--- config.mk ---
export PLATFORM = sky130hd
export DESIGN_NAME = reg_writeback_file_flat
export DESIGN_NICKNAME = d
export VERILOG_FILES = /design/src/rtl/reg_writeback_if.sv /design/src/rtl/reg_writeback_file.sv /design/src/flat_wrapper.sv
export SDC_FILE = /design/constraint.sdc
export NUM_CORES = 2
export LEC_CHECK = 0
export BUFFER_PORTS_ARGS = -buffer_cell sky130_fd_sc_hd__buf_2
export CORE_MARGIN = 2
export CORE_UTILIZATION = 55
export CTS_BUF_LIST = sky130_fd_sc_hd__clkbuf_8
export DETAILED_ROUTE_END_ITERATION = 10
export GPL_TIMING_DRIVEN = 1
export MAX_ROUTING_LAYER = met4
export PLACE_DENSITY = 0.7
export SETUP_SLACK_MARGIN = 0.4
export SLEW_MARGIN = 20
export SYNTH_ARGS = -nofsm -noshare
export SYNTH_HDL_FRONTEND = slang
export SYNTH_SLANG_ARGS = --single-unit
--- constraint.sdc ---
create_clock -name clk -period 4.4 [get_ports clk]
set_input_delay 0.88 -clock clk [delete_from_list [all_inputs] [get_ports clk]]
set_output_delay 0.88 -clock clk [all_outputs]
set_load 0.05 [all_outputs]
--- src/rtl/reg_writeback_if.sv ---
// Write-back bus between the destination-register mux and the register file.
// The producer side drives the write request and read addresses.
interface reg_writeback_if #(
  parameter int DATA_W = 32,
  parameter int ADDR_W = 5
);
  logic [ADDR_W-1:0] reg_write;
  logic              RegWrite;
  logic [1:0]        MemtoReg;
  logic [DATA_W-1:0] alu_result;
  logic [DATA_W-1:0] mem_data;
  logic [DATA_W-1:0] pc_plus4;
  logic [ADDR_W-1:0] rs_addr;
  logic [ADDR_W-1:0] rt_addr;
  logic [DATA_W-1:0] rs_data;
  logic [DATA_W-1:0] rt_data;
  logic              wb_valid;
  logic [ADDR_W-1:0] wb_addr;
  logic [DATA_W-1:0] wb_data;

  modport master (
    output reg_write, RegWrite, MemtoReg,
    output alu_result, mem_data, pc_plus4,
    output rs_addr, rt_addr,
    input  rs_data, rt_data,
    input  wb_valid, wb_addr, wb_data
  );

  modport slave (
    input  reg_write, RegWrite, MemtoReg,
    input  alu_result, mem_data, pc_plus4,
    input  rs_addr, rt_addr,
    output rs_data, rt_data,
    output wb_valid, wb_addr, wb_data
  );
endinterface

--- src/rtl/reg_writeback_file.sv ---
// Register file with a one-entry write-back latch and bypassed read ports.
// Writes become visible through the bypass one cycle after presentation.
module reg_writeback_file #(
  parameter int DATA_W   = 32,
  parameter int ADDR_W   = 5,
  parameter int LINK_REG = 31
) (
  input logic            clk,
  input logic            rst,
  reg_writeback_if.slave bus
);

  localparam int DEPTH = 1 << ADDR_W;

  if (LINK_REG <= 0 || LINK_REG >= DEPTH) begin : g_link_chk
    $error("LINK_REG outside register range");
  end

  logic [DATA_W-1:0] regs [DEPTH];

  logic              pend_valid;
  logic [ADDR_W-1:0] pend_addr;
  logic [DATA_W-1:0] pend_data;

  logic [DATA_W-1:0] wr_data;
  logic              wr_req;

  // MemtoReg=11 falls back to the ALU result
  always_comb begin
    wr_data = bus.alu_result;
    unique case (1'b1)
      (bus.MemtoReg == 2'b01): wr_data = bus.mem_data;
      (bus.MemtoReg == 2'b10): wr_data = bus.pc_plus4;
      default:                 wr_data = bus.alu_result;
    endcase
  end

  assign wr_req = bus.RegWrite && (bus.reg_write != '0);

  // capture and commit share the edge: one write per cycle, no stall
  always_ff @(posedge clk) begin
    if (rst) begin
      pend_valid <= 1'b0;
      pend_addr  <= '0;
      pend_data  <= '0;
      for (int i = 0; i < DEPTH; i++) begin
        regs[i] <= '0;
      end
    end else begin
      pend_valid <= wr_req;
      pend_addr  <= bus.reg_write;
      pend_data  <= wr_data;
      if (pend_valid) begin
        regs[pend_addr] <= pend_data;
      end
    end
  end

  always_comb begin
    bus.rs_data = regs[bus.rs_addr];
    unique case (1'b1)
      (bus.rs_addr == '0):
        bus.rs_data = '0;
      (pend_valid && pend_addr == bus.rs_addr):
        bus.rs_data = pend_data;
      default:
        bus.rs_data = regs[bus.rs_addr];
    endcase
  end

  always_comb begin
    bus.rt_data = regs[bus.rt_addr];
    unique case (1'b1)
      (bus.rt_addr == '0):
        bus.rt_data = '0;
      (pend_valid && pend_addr == bus.rt_addr):
        bus.rt_data = pend_data;
      default:
        bus.rt_data = regs[bus.rt_addr];
    endcase
  end

  assign bus.wb_valid = pend_valid;
  assign bus.wb_addr  = pend_addr;
  assign bus.wb_data  = pend_data;

endmodule

--- src/flat_wrapper.sv ---
// flat-port wrapper written by rule: the top's interface ports become plain ports
module reg_writeback_file_flat 
#(
  parameter int DATA_W   = 32,
  parameter int ADDR_W   = 5,
  parameter int LINK_REG = 31
)
  (clk, rst, bus_reg_write, bus_RegWrite, bus_MemtoReg, bus_alu_result, bus_mem_data, bus_pc_plus4, bus_rs_addr, bus_rt_addr, bus_rs_data, bus_rt_data, bus_wb_valid, bus_wb_addr, bus_wb_data);
  reg_writeback_if #(.DATA_W(DATA_W), .ADDR_W(ADDR_W)) bus_i ();
  input logic clk;
  input logic rst;
  input wire logic [$bits(bus_i.reg_write)-1:0] bus_reg_write;
  input wire logic [$bits(bus_i.RegWrite)-1:0] bus_RegWrite;
  input wire logic [$bits(bus_i.MemtoReg)-1:0] bus_MemtoReg;
  input wire logic [$bits(bus_i.alu_result)-1:0] bus_alu_result;
  input wire logic [$bits(bus_i.mem_data)-1:0] bus_mem_data;
  input wire logic [$bits(bus_i.pc_plus4)-1:0] bus_pc_plus4;
  input wire logic [$bits(bus_i.rs_addr)-1:0] bus_rs_addr;
  input wire logic [$bits(bus_i.rt_addr)-1:0] bus_rt_addr;
  output wire logic [$bits(bus_i.rs_data)-1:0] bus_rs_data;
  output wire logic [$bits(bus_i.rt_data)-1:0] bus_rt_data;
  output wire logic [$bits(bus_i.wb_valid)-1:0] bus_wb_valid;
  output wire logic [$bits(bus_i.wb_addr)-1:0] bus_wb_addr;
  output wire logic [$bits(bus_i.wb_data)-1:0] bus_wb_data;
  assign bus_i.reg_write = bus_reg_write;
  assign bus_i.RegWrite = bus_RegWrite;
  assign bus_i.MemtoReg = bus_MemtoReg;
  assign bus_i.alu_result = bus_alu_result;
  assign bus_i.mem_data = bus_mem_data;
  assign bus_i.pc_plus4 = bus_pc_plus4;
  assign bus_i.rs_addr = bus_rs_addr;
  assign bus_i.rt_addr = bus_rt_addr;
  assign bus_rs_data = bus_i.rs_data;
  assign bus_rt_data = bus_i.rt_data;
  assign bus_wb_valid = bus_i.wb_valid;
  assign bus_wb_addr = bus_i.wb_addr;
  assign bus_wb_data = bus_i.wb_data;
  reg_writeback_file #(.DATA_W(DATA_W), .ADDR_W(ADDR_W), .LINK_REG(LINK_REG)) u_core (.clk(clk), .rst(rst), .bus(bus_i));
endmodule
# --- Word level (Yosys, flattened, before mapping) ---
# Memory sizes are Yosys's and may differ from the RTL's.
# Index checks and enable logic that the tools add are counted.
# Widths: inputs -> output; s select.
op_classes:
  n_eq_ne: 4
  mux: 11
  n_reduce_logical: 7
op_table:
  columns: ["cell", "count"]
  rows:
  - ["$pmux 32 s2", 3]
  - ["$mux 32", 1]
  - ["$reduce_or 32->1", 1]
  - ["$eq 5x5->1", 2]
  - ["$logic_not 5->1", 2]
  - ["$mux 1", 6]
  - ["$mux 5", 1]
  - ["$reduce_bool 5->1", 1]
  - ["$logic_and 1x1->1", 3]
  - ["$eq 2x1->1 const B", 1]
  - ["$eq 2x2->1 const B", 1]
totals:
  regBits: 38
  ram_bits: 1024
  in_bits: 116
  word_cells: 26
  mem_count: 1
memory_table:
  columns: ["memory", "words", "word_bits", "read_ports", "rd_clocked_by_memory_dff", "write_ports", "line", "source"]
  rows:
  - ["u_core.regs", 32, 32, 2, 0, 32, "reg_writeback_file.sv:19", "logic [DATA_W-1:0] regs [DEPTH];"]

# --- Longest topological paths before layout ---
logic_depth:
  ltp_word: 5
  depth_mapped: 9

# --- Worst setup path after synthesis ---
# Ideal clock, no wire load.
synth_path:
  path_type: "input -> output"
  startpoint: "in bus_rs_addr[0]"
  endpoint: "out bus_rs_data[10]"
  arrival_ns: 3.592
  setup_slack_ns: -0.072
  cell_stages: 7
  path_buffers: 5
  cell_sequence: "buf_2 -> buf_4 -> buf_6 -> buf_4 -> o21ai_1 -> clkbuf_1 -> o41ai_1"
synth_between:
  elab_chain_cells: 3
  word_cells_on_any_way: 5
synth_rtl:
  columns: ["element", "line", "source"]
  rows:
  - ["from (decl)", "flat_wrapper.sv:18", "input wire logic [$bits(bus_i.rs_addr)-1:0] bus_rs_addr;"]
  - ["parallel branches: the longest is 2 deep, another holds $mem_v2 32x32", null, null]
  - ["$pmux 32 s2 *", "reg_writeback_file.sv:61", "unique case (1'b1)"]
  - ["to (decl)", "flat_wrapper.sv:20", "output wire logic [$bits(bus_i.rs_data)-1:0] bus_rs_data;"]
# Mark *: on every way between the ends.

# --- Final worst setup path ---
layout_path:
  startpoint: "reg u_core.pend_addr[0] (netlist: u_core.bus.wb_addr[0])"
  endpoint: "out bus_rt_data[5]"
layout_between:
  elab_chain_cells: 3
layout_rtl:
  columns: ["element", "line", "source"]
  rows:
  - ["from (decl)", "reg_writeback_file.sv:22", "logic [ADDR_W-1:0] pend_addr;"]
  - ["from (signal assigned)", "reg_writeback_file.sv:51", "pend_addr <= bus.reg_write;"]
  - ["$eq 5x5->1", "reg_writeback_file.sv:76", "(pend_valid && pend_addr == bus.rt_addr):"]
  - ["$logic_and 1x1->1", "reg_writeback_file.sv:76", null]
  - ["$pmux 32 s2", "reg_writeback_file.sv:73", "unique case (1'b1)"]
  - ["to (decl)", "flat_wrapper.sv:21", "output wire logic [$bits(bus_i.rt_data)-1:0] bus_rt_data;"]
# No other way between the ends.

==> flow_metrics.py <==
metrics = {
    "run_status": {
        "outcome": "complete, no violations",
    },
    "setup_path": {
        "endpoint_kind": "output pin",
        "cp_slowest_cell": "a2111o_1",
        "worst-setup-path-type": "reg2out",
        "cp_cell_sequence": "buf_6, xnor2_4, nand3_2, buf_4, o31ai_4, buf_6, buf_16, a21oi_1, a2111o_1, buf_4",
        "cp.required_ns": 3.52,
        "cp-start-kind": "register",
        "worstPathMaxFanout": 13,
        "cp_slowest_stage_delay_ns": 0.45,
        "arrival_ns": 3.34,
        "r2r_cells": 5,
    },
    "die": {
        "start_util_pct": 55.7,
        "die-area_sq_um": 106000,
        "dieHeight_um": 326,
        "num_io_pins": 218,
        "die_w_um": 326,
        "rows": 117,
        "core_area_sq_um": 102000,
    },
    "global_routing": {
        "gr-usage-met2_pct": 58.8,
        "track_usage_pct": 40.6,
        "busiest_layer": "met2",
        "globalRouteMet1Util_pct": 51.0,
        "grt_pass1_vias": 40800,
        "met3_usage_pct": 12.5,
        "antenna_found_initial": 20,
        "grt_pass1_wl_um": 294000,
        "grt_max_degree": 69,
        "grt_overflow": 0,
    },
    "drt": {
        "wl_um": 212000,
        "drc": 0,
        "postRouteAntennaNets": 0,
        "dr.first_iter.drc_count": 7027,
        "dr.pass1.iters": 6,
        "via_count": 41300,
        "avgRoutedWirePerCell_um": 36.5,
        "viasPerCell": 7.11,
    },
    "worst_hold_path": {
        "holdPathStages": 2,
        "hold_path.class": "in2reg",
    },
    "yosys": {
        "ys_ff_latch": 1062,
        "synth_edf_count": 1024,
        "syn-num-nets": 4143,
        "netlist.area_leader.share_pct": 54.1,
        "ys_seq_area_share_pct": 55.4,
        "synth_area_per_cell_sq_um": 14.1,
        "yosys_warnings": 0,
        "synthArstFlopShare_pct": 0,
        "synth_area_sq_um": 56900,
        "synth_ff_type": "edfxtp_1",
        "synth_top_area_cell": "edfxtp_1",
        "synth.area.top_cells": "edfxtp_1, mux4_2, and2_1",
        "netlist_instances": 4025,
        "yosys.cell_types.count": 50,
    },
    "clocking": {
        "root_buffer": "clkbuf_8",
        "tritoncts": "done",
        "clk_latency_ns": 0.87,
        "cts_max_path_buffers": 3,
        "cts_sinks": 1062,
        "htree_num_levels": 4,
        "clk_pin_slew_ns": 0.06,
        "postCtsHoldBufs": 0,
        "numCtsBuffers": 179,
    },
    "placed_design": {
        "io_buffers": 217,
        "dp_cells": 5420,
        "gp_congestion": 0.946,
        "placed_area_sq_um": 61200,
        "hpwl_um": 124000,
    },
    "pwr": {
        "power_density_nw_per_um2": 361,
        "p_leak_nw": 25.4,
        "ir_drop_uv": 277,
    },
    "timing": {
        "timing.final.crit_share_pct": 95.9,
        "finalHoldViolCount": 0,
        "finalSetupTns_ns": 0,
        "worst_hold_slack_ns": 0.235,
        "rsz0062_at_grt": "true",
        "finalClockSkew_ns": 0.0363,
        "max_freq_mhz": 237,
        "drv_slew": 0,
        "max_slew.worst_pin.slew_ns": 1.06,
        "slew_headroom_pct": 29.4,
        "period_minus_slack_ns": 4.22,
        "setup_viol": 0,
    },
    "final_layout": {
        "multi_input_area_sq_um": 24400,
        "finalInstanceArea_sq_um": 66600,
        "fin_nets": 4404,
        "utilization_pct": 65.2,
        "area_growth_pct": 17.2,
        "layout-drive-gt1-share_pct": 29.8,
        "stdcell_count": 5814,
        "nFillCells": 7364,
        "final-seq-area_sq_um": 31500,
    },
    "run": {
        "max-cap-violations": 0,
    },
}
## cell usage after synthesis (42+ instances only)
| cell | instances |
|---|---|
| buf_2 | 61 |
| edfxtp_1 | 1024 |
| mux4_2 | 388 |
| nor3_1 | 43 |
| mux2i_1 | 251 |
| a22oi_1 | 83 |
| o22ai_1 | 42 |
| a22o_1 | 62 |
| and2_1 | 1025 |
| nand2_1 | 42 |
| nor2_1 | 123 |
| a211oi_1 | 53 |
| a21oi_1 | 66 |
| a221oi_1 | 114 |
| clkbuf_1 | 311 |
## stage by stage
step	worst slack, ns	total power, mW
2_1_floorplan	-0.0725	13.5
3_3_place_gp	-0.396	14.9
3_5_place_dp	-0.0320	15.0
4_1_cts	0.200	23.8
5_1_grt	0.184	24.6
6_report	0.180	24.1
## cells by family after synthesis
kind of cell | after synthesis | share of synthesized area, %
xor gates and xnor gates | 10 | 0.167
DFF | 1062 | 55.4
muxes | 640 | 19.8
buffers and inverters | 439 | 3.48
and+or+nand+nor | 1330 | 13.8
adders and majority gates | 2 | 0.0440
AOI/OAI and AO/OA | 542 | 7.26
## path summary, 6_finish.rpt
kind | start | to | slack (ns)
setup / recovery | u_core.bus.wb_addr[0] | bus_rt_data[5] | 0.18
setup reg to reg | u_core.bus.wb_addr[4] | u_core.regs[17][3] | 1.42
hold / removal | bus_reg_write[0] | u_core.bus.wb_addr[0] | 0.23
hold reg to reg | u_core.bus.wb_data[31] | u_core.regs[12][31] | 0.72
## cell type report
| class | instances | share of cell area [%] |
|---|---|---|
| diodes | 10 | 0.0376 |
| clock buffers | 197 | 4.07 |
| flip-flops and latches | 1062 | 47.3 |
| multi-input cells | 2524 | 36.6 |
| well taps | 1368 | 2.57 |
| repair buffers | 515 | 8.15 |
| clock inverters | 134 | 1.23 |
| inverters | 4 | 0.0244 |
## sequential cells by signal (all words and copies together) (netlist names)
register / cells
u_core.bus.wb_valid: 1
u_core.bus.wb_data: 32
u_core.regs: 1024
u_core.bus.wb_addr: 5
## layer usage
layer  part of all wire, %  wire [um]
met3                    15      31200
met1                    34      72900
met2                    45      94800
met4                   6.2      13100
met5                     0          0
## where the power goes
group | switching [mW] | internal [mW]
clock | 4.29 | 4.65
combinational | 2.21 | 1.35
sequential | 0.230 | 11.3
## repair_timing
item | CTS | global route
pin swaps | 20 | 26
gates cloned | 4 | 7
resized for setup | 143 | 88
setup endpoints to repair | 64 | 51
setup buffers | 13 | 29
## placed cells by master, fill, tap and decap left out, drive strengths merged, types with 11 or more instances in the layout
master,synthesis,routed
a2111o,20,20
a211o,11,11
a211oi,53,53
a21oi,66,66
a221oi,114,114
a22o,62,62
a22oi,83,83
and2,1025,1025
buf,124,504
clkbuf,311,206
clkinv,0,69
dfxtp,38,38
edfxtp,1024,1024
inv,4,57
mux2i,251,251
mux4,388,388
nand2,42,42
nor2,124,124
nor2b,40,40
nor3,43,43
o21a,21,21
o21ai,33,33
o22ai,42,42
o41ai,31,31
or2,32,32
## worst max-delay path: cells and delay by family, from the launching register on
kind                      cells  cell delay, ns
DFF                           1            0.41
xor gates and xnor gates      1            0.22
and+or+nand+nor               1            0.13
AOI/OAI and AO/OA             3            0.79
buffers and inverters         5            0.91
No activity file was read; power rests on OpenSTA's default activity.
